`config.mk`:
```
export PLATFORM = sky130hd
export DESIGN_NAME = multiplicador_nbits_seq
export DESIGN_NICKNAME = d
export VERILOG_FILES = /design/src/rtl/multiplicador_nbits_seq.sv
export SDC_FILE = /design/constraint.sdc
export NUM_CORES = 1
export LEC_CHECK = 0
export BUFFER_PORTS_ARGS = -buffer_cell sky130_fd_sc_hd__buf_4
export CAP_MARGIN = 10
export CORE_MARGIN = 5
export CORE_UTILIZATION = 46
export CTS_BUF_LIST = sky130_fd_sc_hd__clkbuf_8 sky130_fd_sc_hd__clkbuf_16
export CTS_CLUSTER_DIAMETER = 30
export CTS_CLUSTER_SIZE = 28
export DETAILED_ROUTE_END_ITERATION = 10
export GPL_ROUTABILITY_DRIVEN = 0
export HOLD_SLACK_MARGIN = 0.12
export PLACE_DENSITY = 0.67
export SLEW_MARGIN = 20
export SYNTH_ARGS = -nofsm -noshare
export SYNTH_HDL_FRONTEND = slang
export SYNTH_SLANG_ARGS = --single-unit
export TNS_END_PERCENT = 100
```
`constraint.sdc`:
```
create_clock -name clk -period 2.8 [get_ports clk]
set_input_delay 0.42 -clock clk [delete_from_list [all_inputs] [get_ports clk]]
set_output_delay 0.42 -clock clk [all_outputs]
set_load 0.05 [all_outputs]
```
`src/rtl/multiplicador_nbits_seq.sv`:
```
// Sequential radix-2 shift-add multiplier: magnitude/sign product, busy/done handshake.
// Optional macro MULT_SIGNED_EN selects two's-complement operands; otherwise unsigned and neg=0.
module multiplicador_nbits_seq #(
  parameter int WIDTH = 6
) (
  input  logic               clk,
  input  logic               rst,
  input  logic [WIDTH-1:0]   A,
  input  logic [WIDTH-1:0]   B,
  input  logic               start,
  output logic               busy,
  output logic               done,
  output logic [2*WIDTH-1:0] c,
  output logic               neg
);
  localparam int CW = $clog2(WIDTH + 1);

  typedef enum logic [1:0] {IDLE, RUN, DONE} state_t;
  state_t state, state_nxt;

  logic [WIDTH-1:0]   mag_a, mag_b, a_abs, b_abs;
  logic [2*WIDTH-1:0] acc;
  logic [2*WIDTH:0]   sum;
  logic [CW-1:0]      cnt;
  logic               last, accept;
  logic               sum_unused;

`ifdef MULT_SIGNED_EN
  logic sgn, neg_q;
  assign a_abs = A[WIDTH-1] ? (~A + 1'b1) : A;
  assign b_abs = B[WIDTH-1] ? (~B + 1'b1) : B;
  assign neg   = neg_q;
`else
  assign a_abs = A;
  assign b_abs = B;
  assign neg   = 1'b0;
`endif

  assign accept = (state == IDLE) && start;
  assign last   = (cnt == CW'(WIDTH - 1));

  // Partial product enters at the top; the carry lands in sum[2W] and survives the shift.
  always_comb begin
    sum = {1'b0, acc} + (mag_b[0] ? {1'b0, mag_a, {WIDTH{1'b0}}} : '0);
  end
  assign sum_unused = sum[0];

  always_ff @(posedge clk or posedge rst) begin
    if (rst) state <= IDLE;
    else     state <= state_nxt;
  end

  always_comb begin
    state_nxt = state;
    busy      = 1'b0;
    done      = 1'b0;
    case (state)
      IDLE: if (start) state_nxt = RUN;
      RUN: begin
        busy = 1'b1;
        if (last) state_nxt = DONE;
      end
      DONE: begin
        done      = 1'b1;
        state_nxt = IDLE;
      end
      default: state_nxt = IDLE;
    endcase
  end

  always_ff @(posedge clk or posedge rst) begin
    if (rst) begin
      mag_a <= '0;
      mag_b <= '0;
      acc   <= '0;
      cnt   <= '0;
      c     <= '0;
    end else if (accept) begin
      mag_a <= a_abs;
      mag_b <= b_abs;
      acc   <= '0;
      cnt   <= '0;
    end else if (state == RUN) begin
      acc   <= sum[2*WIDTH:1];
      mag_b <= mag_b >> 1;
      cnt   <= cnt + 1'b1;
      if (last) c <= sum[2*WIDTH:1];
    end
  end

`ifdef MULT_SIGNED_EN
  always_ff @(posedge clk or posedge rst) begin
    if (rst) begin
      sgn   <= 1'b0;
      neg_q <= 1'b0;
    end else if (accept) begin
      sgn <= A[WIDTH-1] ^ B[WIDTH-1];
    end else if (state == RUN && last) begin
      // A zero product is never reported as negative.
      neg_q <= sgn & (|sum[2*WIDTH:1]);
    end
  end
`endif

endmodule

```
==> results.ini, run 1 <==
[timing]
setup_viol = 0
timing_hold_violations_final = 0
setup_slack_ns = 0.668
rsz0062_at_grt = false
fin_crit_ns = 2.13
slew_violations = 0
worstMarginPinSlew_ns = 0.509
min_period_over_period_pct = 76.1
tns_ns = 0
max_freq_mhz = 469
relSlewSlack_pct = 66.0
skew_ns = 0.00543

[final_layout]
drive_above_1_share_pct = 25.2
multi_input_area_um2 = 803
area_delta_synth_final_pct = 18.6
regArea_mm2 = 0.00100
layout.nets = 229
final_area_mm2 = 0.00222
antennaDiodeCount = 0
utilization_pct = 55.9
fillers = 364

[global_route]
overflow = 0
grt_max_degree = 41
gr-usage-met1_pct = 20.4
track_usage_pct = 15.4
grt_use_met2_pct = 25.3
grt_pass1_wl_mm = 6.58
antenna_found_initial = 0
met3_usage_pct = 2.87
grt_pass1_vias = 1445
busiest_layer = met2

[logic_synthesis]
seq_area_frac_synth_pct = 53.5
synth_top_area_share_pct = 53.5
synth_area_leader_cell = dfrtp_1
ys_top_cells_by_area = dfrtp_1 (54%), nand2_1 (5.8%), ha_1 (5.4%)
synthCells = 174
yosysUniqueCellTypes = 31
syn_avg_cell_area_um2 = 10.8
synth-seq-cells = 40
syn_area_mm2 = 0.00187
yosys_warnings = 0
synth_nets = 198

[route]
wirelength_mm = 3.76
drtAntennaViolNets = 0
drc = 0
drt-initial-drc-count = 74
vias_per_cell = 5.29
wl_per_cell_um = 14.7
vias = 1355
firstDrtPassIters = 4

[worst_setup_path]
end_kind = register
critPathKind = register to register
regToRegEndpoint = acc[10]
worstReg2RegStart = mag_b[0]
arrival_ns = 2.32
reg2reg_slack_ns = 0.67
r2r_cells = 6
start_kind = register
crit_fanout = 8
worstPathRequired_ns = 2.98

[flow_run]
drv_cap = 0

[clock_network]
cts_made_buffers = 5
clock_latency_ns = 0.29
cts.sinks = 40
post_cts_buffers = 0
cts-resized-gates = 0
htreeDepth = 2
cts_tree = built
cts_hold_buffers = 0
root_buffer = clkbuf_8
path_clk_slew_ns = 0.08
clock_path_buffers = 2

[die]
rows = 23
die_y_um = 73.8
core_region_area_mm2 = 0.00397
die_width_um = 73.8
ios = 30
dieArea_mm2 = 0.00544
start_util_pct = 47.1

[place]
dpl-instance-area_mm2 = 0.00213
hpwlAfterDp_mm = 2.76
dp_slack_ns = 0.683
io_buffer_count = 28

[pwr]
ir_worst_vdd_mv = 0.531
p_leak_nw = 1.11
p_sw_mw = 1.04
p_per_area_mw_per_mm2 = 1120
power_frac_seq_pct = 39.9
internal_power_mw = 1.44
sw_frac_of_total_pct = 41.9
combPwrFrac_pct = 44.2
clock_power_share_pct = 15.9
p_total_mw = 2.48

[run_status]
outcome = finished, final reports clean

[worst_hold_path]
hold_class = primary input to async pin

[per-stage QoR]
step / hold WS [ns] / instances
final: 0.249 / 256
after CTS: 0.274 / 256
after global placement: 0.466 / 248
after detailed placement: 0.474 / 248
after global routing: 0.314 / 256
after floorplan: 0.439 / 174
[power groups by stage]
stage               Sequential (mW)  Clock (mW)  Combinational, mW
global route                   1.02       0.427               1.20
CTS                           0.991       0.407               1.11
floorplan                      1.17           0              0.617
detailed placement             1.00           0               1.10
finish                        0.988       0.394               1.10
global placement              0.991           0               1.08
[cell families after synthesis]
logic type | Yosys count | synth area share (%)
multiplexers | 8 | 4.82
other | 1 | 0.200
flip-flops | 40 | 53.5
adder cells (fa/ha/maj) | 9 | 6.42
XOR/XNOR | 2 | 0.937
buffers and inverters | 14 | 3.54
AND/OR/NAND/NOR | 52 | 13.7
AO/OA/AOI/OAI | 48 | 16.9
[Yosys cell counts (all sizes together)]
library cell  number
a31o               1
a32o               1
a22o               9
clkbuf             1
conb               1
a21oi              7
a2bb2oi            1
mux2               8
and3               1
or3                1
fa                 1
o21bai             1
inv                7
buf                6
o31a               1
nand2b             1
nor2b              9
dfrtp             40
nor3               1
xor2               2
o21ai             18
and2               6
nor2               3
nand3              1
nand2             29
a21o               3
ha                 8
o21a               1
a22oi              5
[cells in the final DEF, fill, tap and decap left out, types with 2 or more instances in the layout]
| master | synthesis | routed |
|---|---|---|
| xor2_1 | 2 | 2 |
| nor2_1 | 3 | 3 |
| and2_1 | 6 | 6 |
| nor2b_1 | 9 | 9 |
| buf_4 | 2 | 31 |
| a22o_1 | 9 | 9 |
| nand2_1 | 29 | 29 |
| a21oi_1 | 7 | 7 |
| dfrtp_1 | 40 | 40 |
| inv_1 | 6 | 6 |
| ha_1 | 8 | 8 |
| o21ai_0 | 18 | 18 |
| clkinv_2 | 0 | 2 |
| clkbuf_8 | 0 | 6 |
| mux2_2 | 8 | 8 |
| a21o_1 | 3 | 3 |
| a22oi_1 | 5 | 5 |
[critical path: stages, from the launching register on]
cell and delay (ns):
dfrtp_1 0.46, and2_1 0.19, ha_1 0.34, a21o_1 0.18
a22o_1 0.24, or3_1 0.33, a32o_1 0.27
[how the worst max path moves through the flow]
stage	cells after the start	slack [ns]	to	startpoint
floorplan	6	0.85	acc[10]	mag_b[0]
global placement	6	0.74	acc[10]	mag_b[0]
detailed placement	6	0.68	acc[10]	mag_b[0]
CTS	6	0.67	acc[10]	mag_b[0]
global route	5	0.51	c[9]	state[1]
finish	6	0.67	acc[10]	mag_b[0]
[sequential cells by signal, summed over array words and instances (netlist names)]
name and flops:
cnt 3, state 2, c 12, mag_a 6, mag_b 6, acc 11
[routing by layer]
layer	part of all wire (%)	vias up
li1	-	660
met1	43	651
met2	49	39
met3	6.2	5
met4	1.3	0
met5	0	-
[area by class of cell]
type	instances	share of cell area (%)
clock inverters	2	0.451
inverters	7	1.18
well taps	50	2.82
repair buffers	31	10.5
flip-flops and latches	40	45.1
clock buffers	6	3.72
multi-input cells	120	36.2
Power figures use the tool's default switching activity.
==> inputs of run 2 (changes only) <==
==> constraint.sdc (replaced) <==
create_clock -name clk -period 2 [get_ports clk]
set_input_delay 0.3 -clock clk [delete_from_list [all_inputs] [get_ports clk]]
set_output_delay 0.3 -clock clk [all_outputs]
set_load 0.05 [all_outputs]
==> results.ini, run 2 (synthesis results as in run 1) <==
[final_layout]
fillers = 345
layout.nets = 237
final_common_cell = dfrtp_1
drive_above_1_share_pct = 33.2
area_delta_synth_final_pct = 26.2
top_register = c
reg_top3 = c: 12 flops, acc: 11 flops
antennaDiodeCount = 0
largest_reg_flops = 12
utilization_pct = 59.4
final_cell_mix = dfrtp_1 (40), buf_4 (39), nand2_1 (28)

[worst_setup_path]
critPathKind = register to register
reg2reg_slack_ns = 0.04
crit_chain = and2_4, ha_2, inv_1, fa_2, nor2b_2, o31a_1, a21oi_2, mux2_2
cp-startpoint = mag_b[0]
arrival_ns = 2.15
r2r_cells = 8
crit_fanout = 6
start_kind = register
worstPathRequired_ns = 2.18
worstReg2RegStart = mag_b[0]
end_kind = register
cpMaxStageDelayCell = dfrtp_1
crit_path_end = c[9]
regToRegEndpoint = c[9]
max_stage_delay_ns = 0.42

[route]
wirelength_mm = 3.86
vias_per_cell = 5.22
wl_per_cell_um = 14.6
drc = 0
drtAntennaViolNets = 0
drt-initial-drc-count = 143
vias = 1377
firstDrtPassIters = 4

[die]
die_y_um = 73.8
ios = 30
core_region_area_mm2 = 0.00397
die_width_um = 73.8
start_util_pct = 47.1
rows = 23
dieArea_mm2 = 0.00544

[clock_network]
cts.sinks = 40
cts_made_buffers = 5
cts_hold_buffers = 0
root_buffer = clkbuf_8
cts_tree = built
clock_latency_ns = 0.30
htreeDepth = 2
path_clk_slew_ns = 0.08
clock_path_buffers = 2

[worst_hold_path]
hold_class = primary input to async pin

[pwr]
sw_frac_of_total_pct = 40.5
power_frac_seq_pct = 37.1
p_per_area_mw_per_mm2 = 1590
p_sw_mw = 1.52
ir_worst_vdd_mv = 0.674
clock_power_share_pct = 17.6
p_leak_nw = 1.15
internal_power_mw = 2.23
combPwrFrac_pct = 45.4

[timing]
rsz0062_at_grt = true
min_period_over_period_pct = 98.1
fin_crit_ns = 1.96
tns_ns = 0
slew_violations = 0
max_freq_mhz = 510
skew_ns = 0.00616
timing_hold_violations_final = 0
worstMarginPinSlew_ns = 0.673
setup_viol = 0
relSlewSlack_pct = 55.1

[global_route]
grt_pass1_wl_mm = 6.50
overflow = 0
grt_max_degree = 41
antenna_found_initial = 0
track_usage_pct = 15.6
grt_pass1_vias = 1435

[flow_run]
drv_cap = 0

[place]
io_buffer_count = 28
hpwlAfterDp_mm = 2.64

[run_status]
outcome = finished, final reports clean

run 2: cell type report:
cell class	instances	area [um^2]	area share (%)
sequential	40	1000	42.4
clock buffer	5	68.8	2.92
clock inverter	3	42.5	1.80
multi-input combinational	120	866	36.7
tap	50	62.6	2.65
timing repair buffer	39	293	12.4
inverter	7	26.3	1.11
run 2: routing by layer:
layer,wire [um],GRT usage [%]
met1,1690,19.3
met5,0,0
met3,188,4.65
met4,48,4.83
met2,1930,26.2
run 2: power groups by stage:
stage	clock (mW)	sequential, mW	combinational, mW
finish	0.660	1.39	1.70
global route	0.710	1.44	1.86
CTS	0.672	1.38	1.64
detailed placement	0	1.40	1.62
global placement	0	1.38	1.58
floorplan	0	1.63	0.863
run 2: how the worst min path moves through the flow:
| stage | start | to | depth (start not counted) |
|---|---|---|---|
| finish | rst | c[0] | 3 |
| CTS | rst | c[0] | 3 |
| floorplan | acc[1] | c[0] | 2 |
| global placement | rst | acc[1] | 3 |
| detailed placement | c[2] | c[2] | 2 |
| global route | rst | c[0] | 3 |
run 2: repair_timing:
| action | CTS | global route |
|---|---|---|
| setup endpoints to repair | 1 | 6 |
| resized for setup | 1 | 10 |
| setup buffers | 0 | 1 |
| pin swaps | 0 | 4 |
run 2: stage by stage:
step           hold slack, ns  total power, mW  std cells  setup WS [ns]  area (um^2)
6_report                0.120             3.75        264         0.0375         2360
5_1_grt                 0.185             4.01        264        -0.0555         2360
4_1_cts                 0.142             3.70        263         0.0174         2310
3_5_place_dp            0.464             3.02        255        0.00964         2180
3_3_place_gp            0.453             2.96        255         0.0559         2180
2_1_floorplan           0.439             2.50        174         0.0500         1870
run 2: critical path, delay by kind of cell, from the launching register on:
kind	cells	cell delay [ns]
and+or+nand+nor	2	0.33
AOI/OAI and AO/OA	2	0.25
DFF	1	0.42
adders and majority gates	2	0.53
muxes	1	0.27
buffers and inverters	1	0.05
